`src/rtl/spi_slave_param_pkg.sv`:
```
// Shared definitions for the parametrised SPI slave:
// mode encodings, FSM state type and counter width helper.
package spi_slave_param_pkg;

  // {CPOL, CPHA}
  localparam logic [1:0] SPI_MODE0 = 2'b00;
  localparam logic [1:0] SPI_MODE1 = 2'b01;
  localparam logic [1:0] SPI_MODE2 = 2'b10;
  localparam logic [1:0] SPI_MODE3 = 2'b11;

  typedef enum logic {
    ST_IDLE,
    ST_ACTIVE
  } state_t;

  function automatic int cnt_w(input int n);
    int r;
    r = 0;
    while ((1 << r) < n) r++;
    return (r < 1) ? 1 : r;
  endfunction

endpackage

```
`src/rtl/spi_slave_param_if.sv`:
```
// Client-side receive/transmit handshake bundle
// between the SPI slave and its register/FIFO user.
interface spi_slave_param_if #(
  parameter int DATA_W = 16
);
  logic [DATA_W-1:0] rx_data;
  logic              rx_valid;
  logic              rx_overrun;
  logic              rx_hold;
  logic [DATA_W-1:0] tx_data;
  logic              tx_valid;
  logic              tx_ready;
  logic              tx_underrun;
  logic              frame_active;

  modport master (
    input  rx_data, rx_valid, rx_overrun,
    input  tx_ready, tx_underrun, frame_active,
    output rx_hold, tx_data, tx_valid
  );

  modport slave (
    output rx_data, rx_valid, rx_overrun,
    output tx_ready, tx_underrun, frame_active,
    input  rx_hold, tx_data, tx_valid
  );
endinterface

```
`src/rtl/spi_slave_param_sync_edge.sv`:
```
// N-stage synchroniser with registered-level
// rise/fall strobes for an asynchronous input.
module spi_slave_param_sync_edge #(
  parameter int STAGES  = 2,
  parameter bit RST_VAL = 1'b0
) (
  input  logic clk,
  input  logic rst,
  input  logic i_d,
  output logic o_q,
  output logic o_rise,
  output logic o_fall
);
  logic [STAGES-1:0] r_sync;
  logic              r_prev;

  always_ff @(posedge clk or posedge rst) begin
    if (rst) begin
      r_sync <= {STAGES{RST_VAL}};
      r_prev <= RST_VAL;
    end else begin
      r_sync <= {r_sync[STAGES-2:0], i_d};
      r_prev <= r_sync[STAGES-1];
    end
  end

  assign o_q    = r_sync[STAGES-1];
  assign o_rise = o_q & ~r_prev;
  assign o_fall = ~o_q & r_prev;
endmodule

```
`src/rtl/spi_slave_param.sv`:
```
// Parametrised SPI slave: any CPOL/CPHA, bit order,
// word width, back-to-back words, tx handshake.
module spi_slave_param
  import spi_slave_param_pkg::*;
#(
  parameter int              DATA_W      = 16,
  parameter bit              CPOL        = 1'b0,
  parameter bit              CPHA        = 1'b0,
  parameter bit              MSB_FIRST   = 1'b1,
  parameter int              SYNC_STAGES = 2,
  parameter logic [DATA_W-1:0] TX_IDLE   = '0
) (
  input  logic clk,
  input  logic rst,
  input  logic sck,
  input  logic mosi,
  input  logic ssel,
  output logic miso,
  spi_slave_param_if.slave bus
);
  localparam int CW = cnt_w(DATA_W);
  localparam logic [CW-1:0] LAST = CW'(DATA_W - 1);

  logic w_sck_q, w_sck_rise, w_sck_fall;
  logic w_ssel_q, w_ssel_rise, w_ssel_fall;
  logic w_mosi, w_lead, w_trail;
  logic w_sample, w_shift, w_load_bit, w_shl_bit;
  logic [DATA_W-1:0] w_rx_next, w_load_word, w_tx_shl;

  logic [SYNC_STAGES-1:0] r_mosi_sync;
  state_t            r_state;
  logic [CW-1:0]     r_cnt;
  logic [DATA_W-1:0] r_rx_sr, r_tx_sr, r_rx_data;
  logic r_load_pend, r_miso;
  logic r_rx_valid, r_rx_overrun;
  logic r_tx_ready, r_tx_underrun;

  spi_slave_param_sync_edge #(
    .STAGES (SYNC_STAGES),
    .RST_VAL(CPOL)
  ) u_sck (
    .clk   (clk),
    .rst   (rst),
    .i_d   (sck),
    .o_q   (w_sck_q),
    .o_rise(w_sck_rise),
    .o_fall(w_sck_fall)
  );

  spi_slave_param_sync_edge #(
    .STAGES (SYNC_STAGES),
    .RST_VAL(1'b1)
  ) u_ssel (
    .clk   (clk),
    .rst   (rst),
    .i_d   (ssel),
    .o_q   (w_ssel_q),
    .o_rise(w_ssel_rise),
    .o_fall(w_ssel_fall)
  );

  always_ff @(posedge clk or posedge rst) begin
    if (rst) r_mosi_sync <= '0;
    else r_mosi_sync <= {r_mosi_sync[SYNC_STAGES-2:0], mosi};
  end

  assign w_mosi   = r_mosi_sync[SYNC_STAGES-1];
  assign w_lead   = CPOL ? w_sck_fall : w_sck_rise;
  assign w_trail  = CPOL ? w_sck_rise : w_sck_fall;
  assign w_sample = CPHA ? w_trail : w_lead;
  assign w_shift  = CPHA ? w_lead : w_trail;

  assign w_rx_next = MSB_FIRST ?
    {r_rx_sr[DATA_W-2:0], w_mosi} :
    {w_mosi, r_rx_sr[DATA_W-1:1]};
  assign w_tx_shl = MSB_FIRST ?
    {r_tx_sr[DATA_W-2:0], 1'b0} :
    {1'b0, r_tx_sr[DATA_W-1:1]};
  assign w_load_word = bus.tx_valid ? bus.tx_data : TX_IDLE;
  assign w_load_bit  = MSB_FIRST ?
    w_load_word[DATA_W-1] : w_load_word[0];
  assign w_shl_bit   = MSB_FIRST ?
    w_tx_shl[DATA_W-1] : w_tx_shl[0];

  // ssel edges stand in for its level: IDLE is left
  // only on a fall, ACTIVE only ever ends on a rise.
  always_ff @(posedge clk or posedge rst) begin
    if (rst) begin
      r_state       <= ST_IDLE;
      r_cnt         <= '0;
      r_rx_sr       <= '0;
      r_tx_sr       <= '0;
      r_rx_data     <= '0;
      r_load_pend   <= 1'b0;
      r_miso        <= 1'b0;
      r_rx_valid    <= 1'b0;
      r_rx_overrun  <= 1'b0;
      r_tx_ready    <= 1'b0;
      r_tx_underrun <= 1'b0;
    end else begin
      r_rx_valid    <= 1'b0;
      r_rx_overrun  <= 1'b0;
      r_tx_ready    <= 1'b0;
      r_tx_underrun <= 1'b0;
      case (r_state)
        ST_IDLE: begin
          r_miso <= 1'b0;
          r_cnt  <= '0;
          if (w_ssel_fall) begin
            r_state     <= ST_ACTIVE;
            r_load_pend <= CPHA;
            if (!CPHA) begin
              r_tx_sr       <= w_load_word;
              r_miso        <= w_load_bit;
              r_tx_ready    <= bus.tx_valid;
              r_tx_underrun <= ~bus.tx_valid;
            end
          end
        end
        ST_ACTIVE: begin
          if (w_ssel_rise) begin
            r_state     <= ST_IDLE;
            r_cnt       <= '0;
            r_miso      <= 1'b0;
            r_load_pend <= 1'b0;
          end else begin
            if (w_shift) begin
              if (r_load_pend) begin
                r_load_pend   <= 1'b0;
                r_tx_sr       <= w_load_word;
                r_miso        <= w_load_bit;
                r_tx_ready    <= bus.tx_valid;
                r_tx_underrun <= ~bus.tx_valid;
              end else begin
                r_tx_sr <= w_tx_shl;
                r_miso  <= w_shl_bit;
              end
            end
            if (w_sample) begin
              r_rx_sr <= w_rx_next;
              if (r_cnt == LAST) begin
                r_cnt        <= '0;
                r_rx_data    <= w_rx_next;
                r_rx_valid   <= 1'b1;
                r_rx_overrun <= bus.rx_hold;
                r_load_pend  <= 1'b1;
              end else begin
                r_cnt <= r_cnt + 1'b1;
              end
            end
          end
        end
        default: r_state <= ST_IDLE;
      endcase
    end
  end

  assign miso             = r_miso;
  assign bus.rx_data      = r_rx_data;
  assign bus.rx_valid     = r_rx_valid;
  assign bus.rx_overrun   = r_rx_overrun;
  assign bus.tx_ready     = r_tx_ready;
  assign bus.tx_underrun  = r_tx_underrun;
  assign bus.frame_active = ~w_ssel_q;
endmodule
```
`src/flat_wrapper.sv`:
```
// flat-port wrapper written by rule: the top's interface ports become plain ports
module spi_slave_param_flat import spi_slave_param_pkg::*;
#(
  parameter int              DATA_W      = 16,
  parameter bit              CPOL        = 1'b0,
  parameter bit              CPHA        = 1'b0,
  parameter bit              MSB_FIRST   = 1'b1,
  parameter int              SYNC_STAGES = 2,
  parameter logic [DATA_W-1:0] TX_IDLE   = '0
)
  (clk, rst, sck, mosi, ssel, miso, bus_rx_data, bus_rx_valid, bus_rx_overrun, bus_tx_ready, bus_tx_underrun, bus_frame_active, bus_rx_hold, bus_tx_data, bus_tx_valid);
  spi_slave_param_if #(.DATA_W(DATA_W)) bus_i ();
  input  logic clk;
  input  logic rst;
  input  logic sck;
  input  logic mosi;
  input  logic ssel;
  output logic miso;
  output wire logic [$bits(bus_i.rx_data)-1:0] bus_rx_data;
  output wire logic [$bits(bus_i.rx_valid)-1:0] bus_rx_valid;
  output wire logic [$bits(bus_i.rx_overrun)-1:0] bus_rx_overrun;
  output wire logic [$bits(bus_i.tx_ready)-1:0] bus_tx_ready;
  output wire logic [$bits(bus_i.tx_underrun)-1:0] bus_tx_underrun;
  output wire logic [$bits(bus_i.frame_active)-1:0] bus_frame_active;
  input wire logic [$bits(bus_i.rx_hold)-1:0] bus_rx_hold;
  input wire logic [$bits(bus_i.tx_data)-1:0] bus_tx_data;
  input wire logic [$bits(bus_i.tx_valid)-1:0] bus_tx_valid;
  assign bus_rx_data = bus_i.rx_data;
  assign bus_rx_valid = bus_i.rx_valid;
  assign bus_rx_overrun = bus_i.rx_overrun;
  assign bus_tx_ready = bus_i.tx_ready;
  assign bus_tx_underrun = bus_i.tx_underrun;
  assign bus_frame_active = bus_i.frame_active;
  assign bus_i.rx_hold = bus_rx_hold;
  assign bus_i.tx_data = bus_tx_data;
  assign bus_i.tx_valid = bus_tx_valid;
  spi_slave_param #(.DATA_W(DATA_W), .CPOL(CPOL), .CPHA(CPHA), .MSB_FIRST(MSB_FIRST), .SYNC_STAGES(SYNC_STAGES), .TX_IDLE(TX_IDLE)) u_core (.clk(clk), .rst(rst), .sck(sck), .mosi(mosi), .ssel(ssel), .miso(miso), .bus(bus_i));
endmodule
```
`config.mk`:
```
export PLATFORM = sky130hd
export DESIGN_NAME = spi_slave_param_flat
export DESIGN_NICKNAME = d
export VERILOG_FILES = /design/src/rtl/spi_slave_param_pkg.sv /design/src/rtl/spi_slave_param_if.sv /design/src/rtl/spi_slave_param_sync_edge.sv /design/src/rtl/spi_slave_param.sv /design/src/flat_wrapper.sv
export SDC_FILE = /design/constraint.sdc
export NUM_CORES = 1
export LEC_CHECK = 0
export ABC_AREA = 1
export BUFFER_PORTS_ARGS = -buffer_cell sky130_fd_sc_hd__buf_2
export CAP_MARGIN = 20
export CELL_PAD_IN_SITES_DETAIL_PLACEMENT = 2
export CELL_PAD_IN_SITES_GLOBAL_PLACEMENT = 2
export CORE_ASPECT_RATIO = 1.25
export CORE_MARGIN = 2
export CORE_UTILIZATION = 30
export DETAILED_ROUTE_END_ITERATION = 10
export PLACE_DENSITY_LB_ADDON = 0.1
export SETUP_SLACK_MARGIN = 0.4
export SYNTH_ARGS = -nofsm -noshare
export SYNTH_HDL_FRONTEND = slang
export SYNTH_SLANG_ARGS = --single-unit
```
`constraint.sdc`:
```
create_clock -name clk -period 1.8 [get_ports clk]
set_input_delay 0.18 -clock clk [delete_from_list [all_inputs] [get_ports clk]]
set_output_delay 0.18 -clock clk [all_outputs]
set_load 0.005 [all_outputs]
```
# Word-level counts from Yosys, hierarchy flattened
# Index checks and enable logic that the tools add are counted.
word_totals:
  wordCells: 79
  out_inout_bits: 22
  ff_bits: 65
  inputBits: 23
classes:
  bitwise_logic: 11
  n_mux: 42
  n_addsub: 1
  eq_ne: 6
  n_reduce_logical: 3
op_table:
  columns: ["op", "n"]
  rows:
  - ["2-to-1 mux 15 bit", 4]
  - ["one-hot mux 15 bit (2 select lines)", 1]
  - ["2-to-1 mux 1 bit", 27]
  - ["2-to-1 mux 16 bit", 1]
  - ["2-to-1 mux 4 bit", 3]
  - ["one-hot mux 1 bit (2 select lines)", 5]
  - ["one-hot mux 4 bit (2 select lines)", 1]
  - ["inverter 1 bit", 7]
  - ["!= test 2 bit, second input constant", 3]
  - ["!= test 3 bit, second input constant", 2]
  - ["AND reduction 3 bit", 2]
  - ["adder 4 x 1 -> 4 bit, second input constant", 1]
  - ["AND 1 bit", 4]
  - ["equality test 4 bit, second input constant", 1]
  - ["AND reduction 4 bit", 1]

# Depth between registers and ports, before layout
# Gate-level depths: netlist of run 1.
logic_depth:
  depth_word: 7
  ltp_mapped: 9
  ltp_nobuf: 8

# Modules after synthesis
# A second synthesis of run 1 with hierarchy kept.
hier_totals:
  hier_cells: 337
  hier_area_um2: 2921.6
modules_own_cells:
  columns: ["module", "area_each_um2", "cells_each", "seq_area_each_um2", "instances"]
  rows:
  - ["spi_slave_param", 2730.1, 321, 1476.4, 1]
  - ["spi_slave_param_sync_edge at u_core.u_ssel", 97.6, 8, 78.8, 1]
  - ["spi_slave_param_sync_edge at u_core.u_sck", 93.8, 8, 75.1, 1]

# Worst setup path after synthesis of run 1
# No wires, ideal clock.
synth_timing:
  path_kind: "reg-to-reg"
  start: "reg u_core.u_ssel.r_prev"
  end: "reg u_core.r_rx_data[0] (netlist: u_core.bus.rx_data[0])"
  period_less_slack_ps: 1313
  path_stages_with_launch: 9
  t_arrival_ps: 1197
  required_time_ps: 1684
  slack_ps: 487
  n_path_buf: 1
  setup_ps: 116
  cell_sequence: "dfstp_2 inv_1 nand2_2 nand2_4 nor2_4 nand2_4 buf_6 nand2_1 nand2_1"
synth_via:
  elab_chain_len: 4
synth_rtl:
  columns: ["element", "line", "source"]
  rows:
  - ["from (decl)", "spi_slave_param_sync_edge.sv:15", "logic r_prev;"]
  - ["from (signal assigned)", "spi_slave_param_sync_edge.sv:23", "r_prev <= r_sync[STAGES-1];"]
  - ["inverter 1 bit", "spi_slave_param_sync_edge.sv:28", "assign o_rise = o_q & ~r_prev;"]
  - ["AND 1 bit", "spi_slave_param_sync_edge.sv:28", null]
  - ["inverter 1 bit (no source line)", null, null]
  - ["AND reduction 4 bit (no source line)", null, null]
  - ["to (signal assigned)", "spi_slave_param.sv:143", "r_rx_data <= w_rx_next;"]
  - ["to (decl)", "spi_slave_param.sv:33", "logic [DATA_W-1:0] r_rx_sr, r_tx_sr, r_rx_data;"]
# No other way between the ends.
# A chain may end at the register's enable or synchronous reset.

# Worst setup path after layout of run 1
layout_timing:
  start: "reg u_core.u_ssel.r_prev"
  end: "reg u_core.r_rx_data[13] (netlist: u_core.bus.rx_data[13])"
# The elaborated chain is that of the path after synthesis.

==> impl_results.rst, run 1 <==
.. list-table::
   :header-rows: 1

   * - Metric
     - Value
   * - Worst slew margin
     - 0.748
   * - Maxcap violations
     - 0
   * - H-tree levels
     - 3
   * - Post-layout util
     - 0.403
   * - Core area
     - 9560 um^2
   * - Remaining antenna violation count
     - 0
   * - Worst hold path startpoint
     - bus_rx_hold
   * - Number of warning messages in the yosys log
     - 0
   * - Sequential element share of the synthesized area
     - 0.555
   * - Die span in y
     - 115 um
   * - Final period utilization
     - 0.744
   * - Clock period minus final worst setup slack
     - 1.34 ns
   * - Number of clock buffers inserted by TritonCTS
     - 9
   * - Final Skew
     - 0.00483 ns
   * - Total congestion overflow after global routing
     - 0
   * - Synthesis-to-layout area growth
     - 31.3%
   * - Peak Freq
     - 0.746 GHz
   * - Setup crit end kind
     - flip-flop
   * - Drt pass-1 iters
     - 5
   * - Peak supply drop
     - 558 uV
   * - Cell with the most instances after synthesis
     - sky130_fd_sc_hd__nand2_1
   * - Setup violators final
     - 0
   * - Least setup slack across all paths after layout
     - 0.460 ns
   * - Detail-routed via count per cell
     - 4.67
   * - Number of diodes added for antenna fixing
     - 0
   * - WL per Instance
     - 14.7 um
   * - Net count of the mapped netlist
     - 372
   * - Crit path launch type
     - flip-flop
   * - Power density over cell area
     - 1150 nW/um^2
   * - Number of sinks on the clock net
     - 65
   * - Overall routed net length
     - 7940 um
   * - Reg-to-Reg End
     - u_core.bus.rx_data[13]
   * - Largest fanout of any net on the critical path
     - 10
   * - Gate count after technology mapping
     - 348
   * - Number of buffers added on ports
     - 44
   * - Total track usage
     - 0.166
   * - Total negative slack
     - 0 ns
   * - Initial core utilization
     - 0.307
   * - Pin count of the biggest net entering global routing
     - 66
   * - Cell type group with the largest total delay on the critical path
     - flip-flops
   * - Via count
     - 2523
   * - Violation count after the first detailed-routing iteration
     - 59
   * - Die area
     - 10600 um^2
   * - Worst slack after detailed placement
     - 0.195 ns
   * - Final instance count without filler cells
     - 540
   * - Proportion of netlist area held by the largest area contributor
     - 0.528
   * - Number of antenna violations at the first check in global routing
     - 0
   * - Slew at the pin with the worst max-slew slack
     - 0.378 ns
   * - Biggest area consumer among synthesized cells
     - sky130_fd_sc_hd__dfrtp_1
   * - Standard cell with the maximum stage delay on the critical path
     - sky130_fd_sc_hd__dfstp_2
   * - Via count of the first global-routing pass
     - 2703
   * - Maximum cell stage delay along the critical path
     - 0.54 ns
   * - Max Slew Vio Count
     - 0
   * - Setup repair after global routing missed its margin
     - true
   * - Type of the setup path with the least slack
     - reg2reg
   * - Global-route wire length before repair
     - 13600 um
   * - Largest cells by area after synthesis
     - sky130_fd_sc_hd__dfrtp_1 (53%), sky130_fd_sc_hd__nand2_1 (17%), sky130_fd_sc_hd__nand3_1 (7.3%)
   * - CP cell instances
     - inv_4, nand2_4, nand2_8, nor2_4, buf_4, nand2_8, nand2_1, nand2_1
   * - Final weighted congestion in routability-driven placement
     - 0.747
   * - Number of hold violations in the final report
     - 0
   * - Pleak
     - 2.11 nW
   * - Share of cells above drive strength 1
     - 0.246
   * - Outcome
     - complete, no violations
   * - Post-layout net count
     - 433
   * - Average instance area after synthesis
     - 8.44 um^2
   * - Worst EP required
     - 2.02 ns
   * - Row count
     - 40
   * - Worst reg2reg setup slack
     - 0.46 ns
   * - Cell area after synthesis
     - 2940 um^2
   * - Buffer depth of the longest clock path
     - 2
   * - Count of cells along the worst hold path
     - 3
   * - Number of top-level design ports
     - 45
   * - Reg-to-Reg Start
     - u_core.u_ssel.r_prev
   * - Leading cell types by count after synthesis
     - sky130_fd_sc_hd__nand2_1 (132), sky130_fd_sc_hd__dfrtp_1 (62), sky130_fd_sc_hd__nand3_1 (43), sky130_fd_sc_hd__inv_1 (28), sky130_fd_sc_hd__o21ai_0 (27)
   * - CP bufs+invs
     - 2
   * - Logic depth of the worst register-to-register path
     - 8
   * - Post-CTS clock slew at the launch and capture registers of the worst setup and hold paths
     - 0.05 ns
   * - Path class of the lowest-slack min-delay path
     - in2reg
   * - Number of register bits inferred by synthesis
     - 65
   * - Number of flops mapped to enable cells by yosys
     - 0
   * - Yosys cell types
     - 25
   * - Fraction of synthesis flops using an asynchronous set or reset pin
     - 1.00
   * - Clock tree root buffer cell
     - sky130_fd_sc_hd__clkbuf_16
   * - Placed Cells incl. Taps
     - 507
   * - Clock latency of the later-clocked register in the worst-skew pair
     - 0.33 ns
   * - WP data arrival
     - 1.56 ns
   * - DP Wirelength
     - 4940 um
   * - Width of the die
     - 92.5 um
   * - DRC Markers
     - 0
   * - Clock tree from TritonCTS
     - built
   * - Hold path endpoint
     - u_core.bus.rx_overrun
   * - Primary flip-flop cell chosen by synthesis mapping
     - sky130_fd_sc_hd__dfrtp_1
logic make-up (layout without fill, tap and decap cells):
kind of cell	count (synthesis)	after routing	share of synthesized area
flops	65	65	0.555
fa+ha+maj	1	1	0.00426
compound gates	34	34	0.0592
buf+inv	49	114	0.0861
simple gates	199	200	0.295
worst max path at each step:
| stage | start | end | slack (ns) | cells after the start |
|---|---|---|---|---|
| final | u_core.u_ssel.r_prev | u_core.bus.rx_data[13] | 0.46 | 8 |
| after global placement | u_core.u_ssel.r_sync[1] | u_core.r_tx_sr[14] | 0.24 | 7 |
| after global routing | u_core.u_ssel.r_prev | u_core.bus.rx_data[11] | 0.39 | 8 |
| after CTS | u_core.r_cnt[0] | u_core.bus.rx_data[6] | 0.40 | 6 |
| after floorplan | u_core.u_ssel.r_prev | u_core.bus.rx_data[0] | 0.49 | 8 |
| after detailed placement | u_core.u_ssel.r_sync[1] | u_core.r_tx_sr[13] | 0.19 | 7 |
worst register-to-register path: stages, from the launching register on:
cell                      delay [ns]
sky130_fd_sc_hd__dfstp_2        0.54
sky130_fd_sc_hd__inv_4          0.05
sky130_fd_sc_hd__nand2_4        0.09
sky130_fd_sc_hd__nand2_8        0.07
sky130_fd_sc_hd__nor2_4         0.12
sky130_fd_sc_hd__buf_4          0.15
sky130_fd_sc_hd__nand2_8        0.09
sky130_fd_sc_hd__nand2_1        0.09
sky130_fd_sc_hd__nand2_1        0.05
placed cells by master (no fill, tap or decap), drive strengths merged:
cell	count
nand2	140
dfrtp	62
buf	61
nand3	43
o21ai	32
inv	29
clkbuf	14
nor2	12
dlygate4sd3	4
clkinv	3
nand4	3
dfstp	3
bufinv	2
a21oi	2
nor3	1
clkinvlp	1
and3	1
ha	1
per-layer routing:
layer	track usage	wire [um]
met1	0.188	3230
met2	0.299	4310
met3	0.0336	236
met4	0.0746	163
met5	0	0
layout make-up:
type | instances | area [um^2]
clock buffer | 14 | 274
clock inverter | 2 | 60.1
fill | 1088 | 5700
inverter | 33 | 133
multi-input combinational | 235 | 1170
sequential | 65 | 1630
tap | 126 | 158
timing repair buffer | 65 | 428
what timing repair did:
action / CTS / global route
setup endpoints to repair: 51 / 44
cloned: 2 / 0
gates resized for setup: 15 / 16
pin swaps: 4 / 2
hold buffers: 4 / 0
buffers inserted: 8 / 3
endpoints found under the hold margin: 65 / 0
sequential cells by signal, summed over array words and instances (netlist names), 2 cells and up:
register / flops
u_core.bus.rx_data: 16
u_core.r_rx_sr: 15
u_core.r_tx_sr: 15
u_core.r_cnt: 4
u_core.r_mosi_sync: 2
u_core.u_sck.r_sync: 2
u_core.u_ssel.r_sync: 2
per-stage QoR:
| stage | cell area [um^2] | total power [mW] | hold WS, ns |
|---|---|---|---|
| 4_1_cts | 3770 | 4.49 | 0.0422 |
| 2_1_floorplan | 2940 | 2.27 | 0.184 |
| 6_report | 3860 | 4.44 | 0.0543 |
| 3_3_place_gp | 3240 | 2.43 | 0.288 |
| 3_5_place_dp | 3240 | 2.46 | 0.291 |
| 5_1_grt | 3860 | 4.71 | 0.0537 |
report_power, final:
| part | leakage [nW] | switching, mW | internal [mW] | total, mW |
|---|---|---|---|---|
| sequential | 0.853 | 0.157 | 1.69 | 1.84 |
| combinational | 1.09 | 0.398 | 0.251 | 0.649 |
| clock | 0.163 | 0.623 | 1.33 | 1.95 |
No activity file was read; power rests on OpenSTA's default activity.
==> run 2: changes to the inputs <==
--- a/config.mk
+++ b/config.mk
@@ -12,7 +12,7 @@
 export CELL_PAD_IN_SITES_GLOBAL_PLACEMENT = 2
 export CORE_ASPECT_RATIO = 1.25
 export CORE_MARGIN = 2
-export CORE_UTILIZATION = 30
+export CORE_UTILIZATION = 33
 export DETAILED_ROUTE_END_ITERATION = 10
 export PLACE_DENSITY_LB_ADDON = 0.1
 export SETUP_SLACK_MARGIN = 0.4
==> constraint.sdc (replaced) <==
create_clock -name clk -period 1.29 [get_ports clk]
set_input_delay 0.129 -clock clk [delete_from_list [all_inputs] [get_ports clk]]
set_output_delay 0.129 -clock clk [all_outputs]
set_load 0.005 [all_outputs]
==> run 2 against run 1 <==
  * Total power increased by 34%
  * Critical path type unchanged
  * First-iteration DRC count increased by 73%
  * Critical endpoint is now u_core.bus.rx_data[15]
  * The run now ends with setup timing left
  * Utilization rose by 7.8 points
  * Clock power rose by 15%
==> impl_results.rst, run 2 (synthesized netlist as in run 1, its figures left out) <==
.. list-table::
   :header-rows: 1

   * - Metric
     - Value
   * - Peak supply drop
     - 694 uV
   * - Least setup slack across all paths after layout
     - -0.113 ns
   * - Number of buffers added on ports
     - 44
   * - Placed Cells incl. Taps
     - 520
   * - Failing checks
     - setup timing
   * - Final Skew
     - 0.00908 ns
   * - Share of cells above drive strength 1
     - 0.377
   * - Post-CTS clock slew at the launch and capture registers of the worst setup and hold paths
     - 0.08 ns
   * - Largest fanout of any net on the critical path
     - 10
   * - Highest-count cells in the layout ignoring fill and taps
     - sky130_fd_sc_hd__nand2_1 (110), sky130_fd_sc_hd__dfrtp_1 (61), sky130_fd_sc_hd__buf_2 (43)
   * - Drt pass-1 iters
     - 5
   * - Final design area excluding fillers
     - 4160 um^2
   * - Synthesis-to-layout area growth
     - 41.8%
   * - Total track usage
     - 0.194
   * - Type of the setup path with the least slack
     - reg2reg
   * - Pleak
     - 2.26 nW
   * - CP cell instances
     - inv_4, nand2_4, nand2_4, nor2_4, buf_6, nand2_8, nand2_1, nand2_1
   * - Hold path endpoint
     - u_core.r_tx_sr[0]
   * - Remaining antenna violation count
     - 0
   * - Power density over cell area
     - 1430 nW/um^2
   * - Via count
     - 2705
   * - DP Wirelength
     - 5350 um
   * - Standard cell with the maximum stage delay on the critical path
     - sky130_fd_sc_hd__dfstp_2
   * - Buffer depth of the longest clock path
     - 2
   * - Global-route wire length before repair
     - 14300 um
   * - Post-layout net count
     - 459
   * - Seq. cell area
     - 1630 um^2
   * - WL per Instance
     - 17.7 um
   * - Width of the die
     - 88.4 um
   * - Reg-to-Reg Start
     - u_core.u_ssel.r_prev
   * - Clock period minus final worst setup slack
     - 1.40 ns
   * - Clock tree from TritonCTS
     - built
   * - Detail-routed via count per cell
     - 4.83
   * - Initial core utilization
     - 0.339
   * - Maximum cell stage delay along the critical path
     - 0.55 ns
   * - Multi-input gate area in the final layout
     - 1270 um^2
   * - Int Power
     - 4.14 mW
   * - Via count of the first global-routing pass
     - 2821
   * - Number of flip-flops under the largest register name
     - 16
   * - Number of sinks on the clock net
     - 65
   * - Total net switching power
     - 1.79 mW
   * - Path class of the lowest-slack min-delay path
     - in2reg
   * - Count of cells along the worst hold path
     - 4
   * - Switching part of the total power
     - 0.302
   * - Worst EP required
     - 1.55 ns
   * - Comb pwr share
     - 0.186
   * - Outcome
     - finished, violations left
   * - Part of the total power dissipated in sequential elements
     - 0.435
   * - Clock latency of the later-clocked register in the worst-skew pair
     - 0.36 ns
   * - Number of diodes added for antenna fixing
     - 0
   * - Fill count
     - 986
   * - Violation count after the first detailed-routing iteration
     - 102
   * - Peak Freq
     - 0.713 GHz
   * - Crit path launch type
     - flip-flop
   * - Logic depth of the worst register-to-register path
     - 8
   * - Number of antenna violations at the first check in global routing
     - 0
   * - Relative contribution of the clock network to total power
     - 0.379
   * - Total negative slack
     - -2.89 ns
   * - H-tree levels
     - 3
   * - Setup crit end kind
     - flip-flop
   * - Worst reg2reg setup slack
     - -0.11 ns
   * - Reg-to-Reg End
     - u_core.bus.rx_data[15]
   * - Setup violators final
     - 49
   * - Pin count of the biggest net entering global routing
     - 66
   * - Number of clock buffers inserted by TritonCTS
     - 9
   * - Total cell area at the placement stage
     - 3470 um^2
   * - DRC Markers
     - 0
   * - Final instance count without filler cells
     - 560
   * - Final period utilization
     - 1.09
   * - Worst slew margin
     - 0.761
   * - Worst slack after detailed placement
     - -0.0595 ns
   * - Die span in y
     - 109 um
   * - Clock tree root buffer cell
     - sky130_fd_sc_hd__clkbuf_8
   * - Leading cell type in the layout, fill and taps excluded
     - sky130_fd_sc_hd__nand2_1
   * - Total congestion overflow after global routing
     - 0
   * - Worst hold path startpoint
     - bus_tx_data[0]
   * - Die area
     - 9670 um^2
   * - Maxcap violations
     - 0
   * - WP data arrival
     - 1.66 ns
   * - Slew at the pin with the worst max-slew slack
     - 0.358 ns
   * - Number of hold violations in the final report
     - 0
   * - Setup repair after global routing missed its margin
     - true
   * - Core area
     - 8650 um^2
   * - Final weighted congestion in routability-driven placement
     - 0.750
   * - Max Slew Vio Count
     - 0
   * - Row count
     - 38
   * - Worst-case hold slack
     - 0.138 ns
   * - Overall routed net length
     - 9930 um
   * - Number of top-level design ports
     - 45
-- run 2: how the worst max path moves through the flow --
stage,start,end
global placement,u_core.u_ssel.r_prev,u_core.r_rx_sr[13]
global route,u_core.u_ssel.r_prev,u_core.bus.rx_data[10]
CTS,u_core.u_ssel.r_prev,u_core.r_rx_sr[13]
detailed placement,u_core.u_ssel.r_prev,u_core.bus.rx_data[8]
finish,u_core.u_ssel.r_prev,u_core.bus.rx_data[15]
floorplan,u_core.u_ssel.r_prev,u_core.bus.rx_data[0]
-- run 2: per-stage QoR --
step / total power [mW] / utilization
floorplan: 3.18 / -
global placement: 3.47 / 0.402
detailed placement: 3.53 / 0.402
CTS: 5.86 / 0.453
global route: 6.26 / 0.481
finish: 5.93 / 0.481
-- run 2: timing repair --
action,CTS,global route
buffers inserted,7,10
resized for setup,27,40
cloned,0,2
hold buffers,5,0
pin swaps,3,4
hold endpoints to repair,66,0
setup endpoints to repair,79,79
-- run 2: layer usage --
layer  vias up  share of wire  wire [um]  GRT usage
met5         -              0          0          0
met4         0          0.013        126     0.0628
met3        10          0.028        279     0.0450
met2        45           0.54       5390      0.333
met1      1382           0.42       4140      0.239
li1       1268              -          -          -
-- run 2: area by class of cell --
class	count	area share
Clock buffer	10	0.0331
Tap cell	120	0.0361
Sequential cell	65	0.392
Timing Repair Buffer	91	0.173
Inverter	33	0.0328
Multi-Input combinational cell	235	0.306
Clock inverter	6	0.0277
-- run 2: critical path: cells and delay by family, from the launching register on --
kind	cells	cell delay (ns)
buf+inv	2	0.19
flops	1	0.55
simple gates	6	0.56
-- run 2: power groups by stage --
stage | Clock (mW) | Combinational [mW] | Sequential [mW]
after floorplan | 0 | 0.657 | 2.52
after global placement | 0 | 0.897 | 2.57
after detailed placement | 0 | 0.943 | 2.59
after CTS | 2.27 | 1.03 | 2.56
after global routing | 2.37 | 1.26 | 2.63
final | 2.25 | 1.10 | 2.58
==> run 3: changes to the inputs <==
--- a/config.mk
+++ b/config.mk
@@ -12,7 +12,8 @@
 export CELL_PAD_IN_SITES_GLOBAL_PLACEMENT = 2
 export CORE_ASPECT_RATIO = 1.25
 export CORE_MARGIN = 2
-export CORE_UTILIZATION = 33
+export CORE_UTILIZATION = 35
+export CTS_BUF_LIST = sky130_fd_sc_hd__clkbuf_4
 export DETAILED_ROUTE_END_ITERATION = 10
 export PLACE_DENSITY_LB_ADDON = 0.1
 export SETUP_SLACK_MARGIN = 0.4
==> run 3 against run 2 <==
  * The run still ends with setup timing left
  * Via count rose by 3.7%
  * Final cell count fell by 3.0%
  * Routed wire length rose by 18%
  * Clock skew rose by 0.017 ns
  * Utilization rose by 3.4 points
  * Sequential cell count did not move
  * Die area fell by 5.5%
==> impl_results.rst, run 3 (synthesized netlist as in run 1, its figures left out) <==
.. list-table::
   :header-rows: 1

   * - Metric
     - Value
   * - Row count
     - 37
   * - Top metal layer carrying routed signals
     - met4
   * - Worst slew margin
     - 0.746
   * - Overall routed net length
     - 11700 um
   * - Via count of the first global-routing pass
     - 3082
   * - Total cell area at the placement stage
     - 3420 um^2
   * - Final period utilization
     - 1.13
   * - Final Skew
     - 0.0257 ns
   * - Clock period minus final worst setup slack
     - 1.46 ns
   * - Post-CTS clock slew at the launch and capture registers of the worst setup and hold paths
     - 0.13 ns
   * - Initial core utilization
     - 0.358
   * - Via count
     - 2804
   * - Peak Freq
     - 0.687 GHz
   * - Largest fanout of any net on the critical path
     - 9
   * - Drt pass-1 iters
     - 4
   * - WL per Instance
     - 21.5 um
   * - Total congestion overflow after global routing
     - 0
   * - Detail-routed via count per cell
     - 5.16
   * - Number of diodes added for antenna fixing
     - 0
   * - Remaining antenna violation count
     - 0
   * - Failing checks
     - setup timing
   * - Final design area excluding fillers
     - 4220 um^2
   * - Comb pwr share
     - 0.242
   * - Outcome
     - finished, violations left
   * - Width of the die
     - 85.9 um
   * - Number of top-level design ports
     - 45
   * - Type of the setup path with the least slack
     - reg2reg
   * - Count of cells along the worst hold path
     - 4
   * - Final weighted congestion in routability-driven placement
     - 0.762
   * - Hold path endpoint
     - u_core.r_tx_sr[0]
   * - Number of flip-flops under the largest register name
     - 16
   * - Worst hold path startpoint
     - bus_tx_data[0]
   * - Int Power
     - 3.68 mW
   * - Reg-to-Reg Start
     - u_core.u_ssel.r_prev
   * - Crit path launch type
     - flip-flop
   * - Number of buffers added on ports
     - 44
   * - Pleak
     - 2.31 nW
   * - H-tree levels
     - 3
   * - Total power draw
     - 5.56 mW
   * - Part of the total power dissipated in sequential elements
     - 0.471
   * - DP Wirelength
     - 5330 um
   * - Peak supply drop
     - 685 uV
   * - Leading cell type in the layout, fill and taps excluded
     - sky130_fd_sc_hd__nand2_1
   * - Setup crit end kind
     - flip-flop
   * - Die area
     - 9140 um^2
   * - Clock tree from TritonCTS
     - built
   * - Total net switching power
     - 1.87 mW
   * - Number of clock buffers inserted by TritonCTS
     - 9
   * - Switching part of the total power
     - 0.337
   * - Pin count of the biggest net entering global routing
     - 66
   * - Metal1 wirelength
     - 4640 um
   * - DRC Markers
     - 0
   * - Maxcap violations
     - 0
   * - Met3 Routed Length
     - 349 um
   * - Max Slew Vio Count
     - 0
   * - Relative contribution of the clock network to total power
     - 0.288
   * - Synthesis-to-layout area growth
     - 43.6%
   * - Highest-count cells in the layout ignoring fill and taps
     - sky130_fd_sc_hd__nand2_1 (114), sky130_fd_sc_hd__dfrtp_1 (61), sky130_fd_sc_hd__buf_2 (43)
   * - Setup repair after global routing missed its margin
     - true
   * - Core area
     - 8190 um^2
   * - Number of sinks on the clock net
     - 65
   * - Sum of met2 wire segment lengths after detailed routing
     - 6370 um
   * - Least setup slack across all paths after layout
     - -0.165 ns
   * - Power density over cell area
     - 1320 nW/um^2
   * - Total track usage
     - 0.242
   * - Slew at the pin with the worst max-slew slack
     - 0.381 ns
   * - Clock tree root buffer cell
     - sky130_fd_sc_hd__clkbuf_4
   * - Number of hold violations in the final report
     - 0
   * - Global-route wire length before repair
     - 16600 um
   * - Worst reg2reg setup slack
     - -0.17 ns
   * - Violation count after the first detailed-routing iteration
     - 138
   * - Worst EP required
     - 1.62 ns
   * - Die span in y
     - 106 um
   * - Post-layout net count
     - 466
   * - WP data arrival
     - 1.78 ns
   * - Share of cells above drive strength 1
     - 0.413
   * - Logic depth of the worst register-to-register path
     - 8
   * - Number of antenna violations at the first check in global routing
     - 0
   * - Path class of the lowest-slack min-delay path
     - in2reg
   * - Reg-to-Reg End
     - u_core.bus.rx_data[1]
   * - Setup violators final
     - 53
   * - Buffer depth of the longest clock path
     - 2
   * - Total negative slack
     - -5.01 ns
   * - Clock latency of the later-clocked register in the worst-skew pair
     - 0.43 ns
-- run 3: changes by cell type in the layout (fill, tap and decap cells not counted), sizes merged --
cell / previous run / this run
buf: 85 / 92
bufinv: 3 / 2
clkinvlp: 3 / 2
nand2: 140 / 141
-- run 3: how the worst max path moves through the flow --
| stage | endpoint | from | depth (start not counted) |
|---|---|---|---|
| 3_3_place_gp | u_core.bus.rx_data[7] | u_core.u_ssel.r_prev | 7 |
| 6_report | u_core.bus.rx_data[1] | u_core.u_ssel.r_prev | 8 |
| 4_1_cts | bus_frame_active | u_core.u_ssel.r_sync[1] | 3 |
| 2_1_floorplan | u_core.bus.rx_data[0] | u_core.u_ssel.r_prev | 8 |
| 5_1_grt | u_core.bus.rx_data[1] | u_core.u_ssel.r_prev | 8 |
| 3_5_place_dp | u_core.bus.rx_data[15] | u_core.u_ssel.r_prev | 7 |
-- run 3: what timing repair did --
item | in CTS | in global routing
gates cloned | 3 | 0
setup endpoints to repair | 79 | 79
pin swaps | 7 | 7
buffers inserted | 16 | 9
resized for setup | 54 | 39
hold buffers | 5 | 0
endpoints found under the hold margin | 66 | 0
-- run 3: layout make-up --
class | count | area (um^2)
Fill cell | 881 | 3980
Sequential cell | 65 | 1630
Multi-Input combinational cell | 236 | 1380
Timing Repair Buffer | 97 | 791
Inverter | 33 | 144
Tap cell | 97 | 121
Clock buffer | 11 | 82.6
Clock inverter | 4 | 68.8
-- run 3: power groups by stage --
stage / registers [mW] / logic, mW / clock network (mW)
2_1_floorplan: 2.52 / 0.657 / 0
3_3_place_gp: 2.56 / 0.880 / 0
3_5_place_dp: 2.59 / 0.932 / 0
4_1_cts: 2.58 / 1.12 / 1.59
5_1_grt: 2.65 / 1.48 / 1.72
6_report: 2.61 / 1.34 / 1.60
-- run 3: per-layer routing --
metal	vias to the layer above	global-route usage
met5	-	0
met4	0	0.108
met3	27	0.0342
met2	58	0.442
met1	1432	0.275
li1	1287	-
-- run 3: per-stage QoR --
stage                     hold WS, ns   util  setup slack, ns  instances
after detailed placement        0.235  0.417          -0.0562        495
after CTS                      0.0322  0.491          -0.0644        534
final                          0.0686  0.515           -0.165        543
after floorplan                 0.133      -         -0.00567        348
after global routing           0.0665  0.515           -0.212        543
after global placement          0.233  0.417         -0.00597        495
-- run 3: critical path: stages, from the launching register on --
cell                      delay (ns)
sky130_fd_sc_hd__dfstp_2        0.58
sky130_fd_sc_hd__inv_4          0.07
sky130_fd_sc_hd__nand2_8        0.09
sky130_fd_sc_hd__nand2_8        0.07
sky130_fd_sc_hd__nor2_4         0.12
sky130_fd_sc_hd__buf_12         0.15
sky130_fd_sc_hd__nand2_4        0.12
sky130_fd_sc_hd__nand2_1        0.11
sky130_fd_sc_hd__nand2_1        0.06
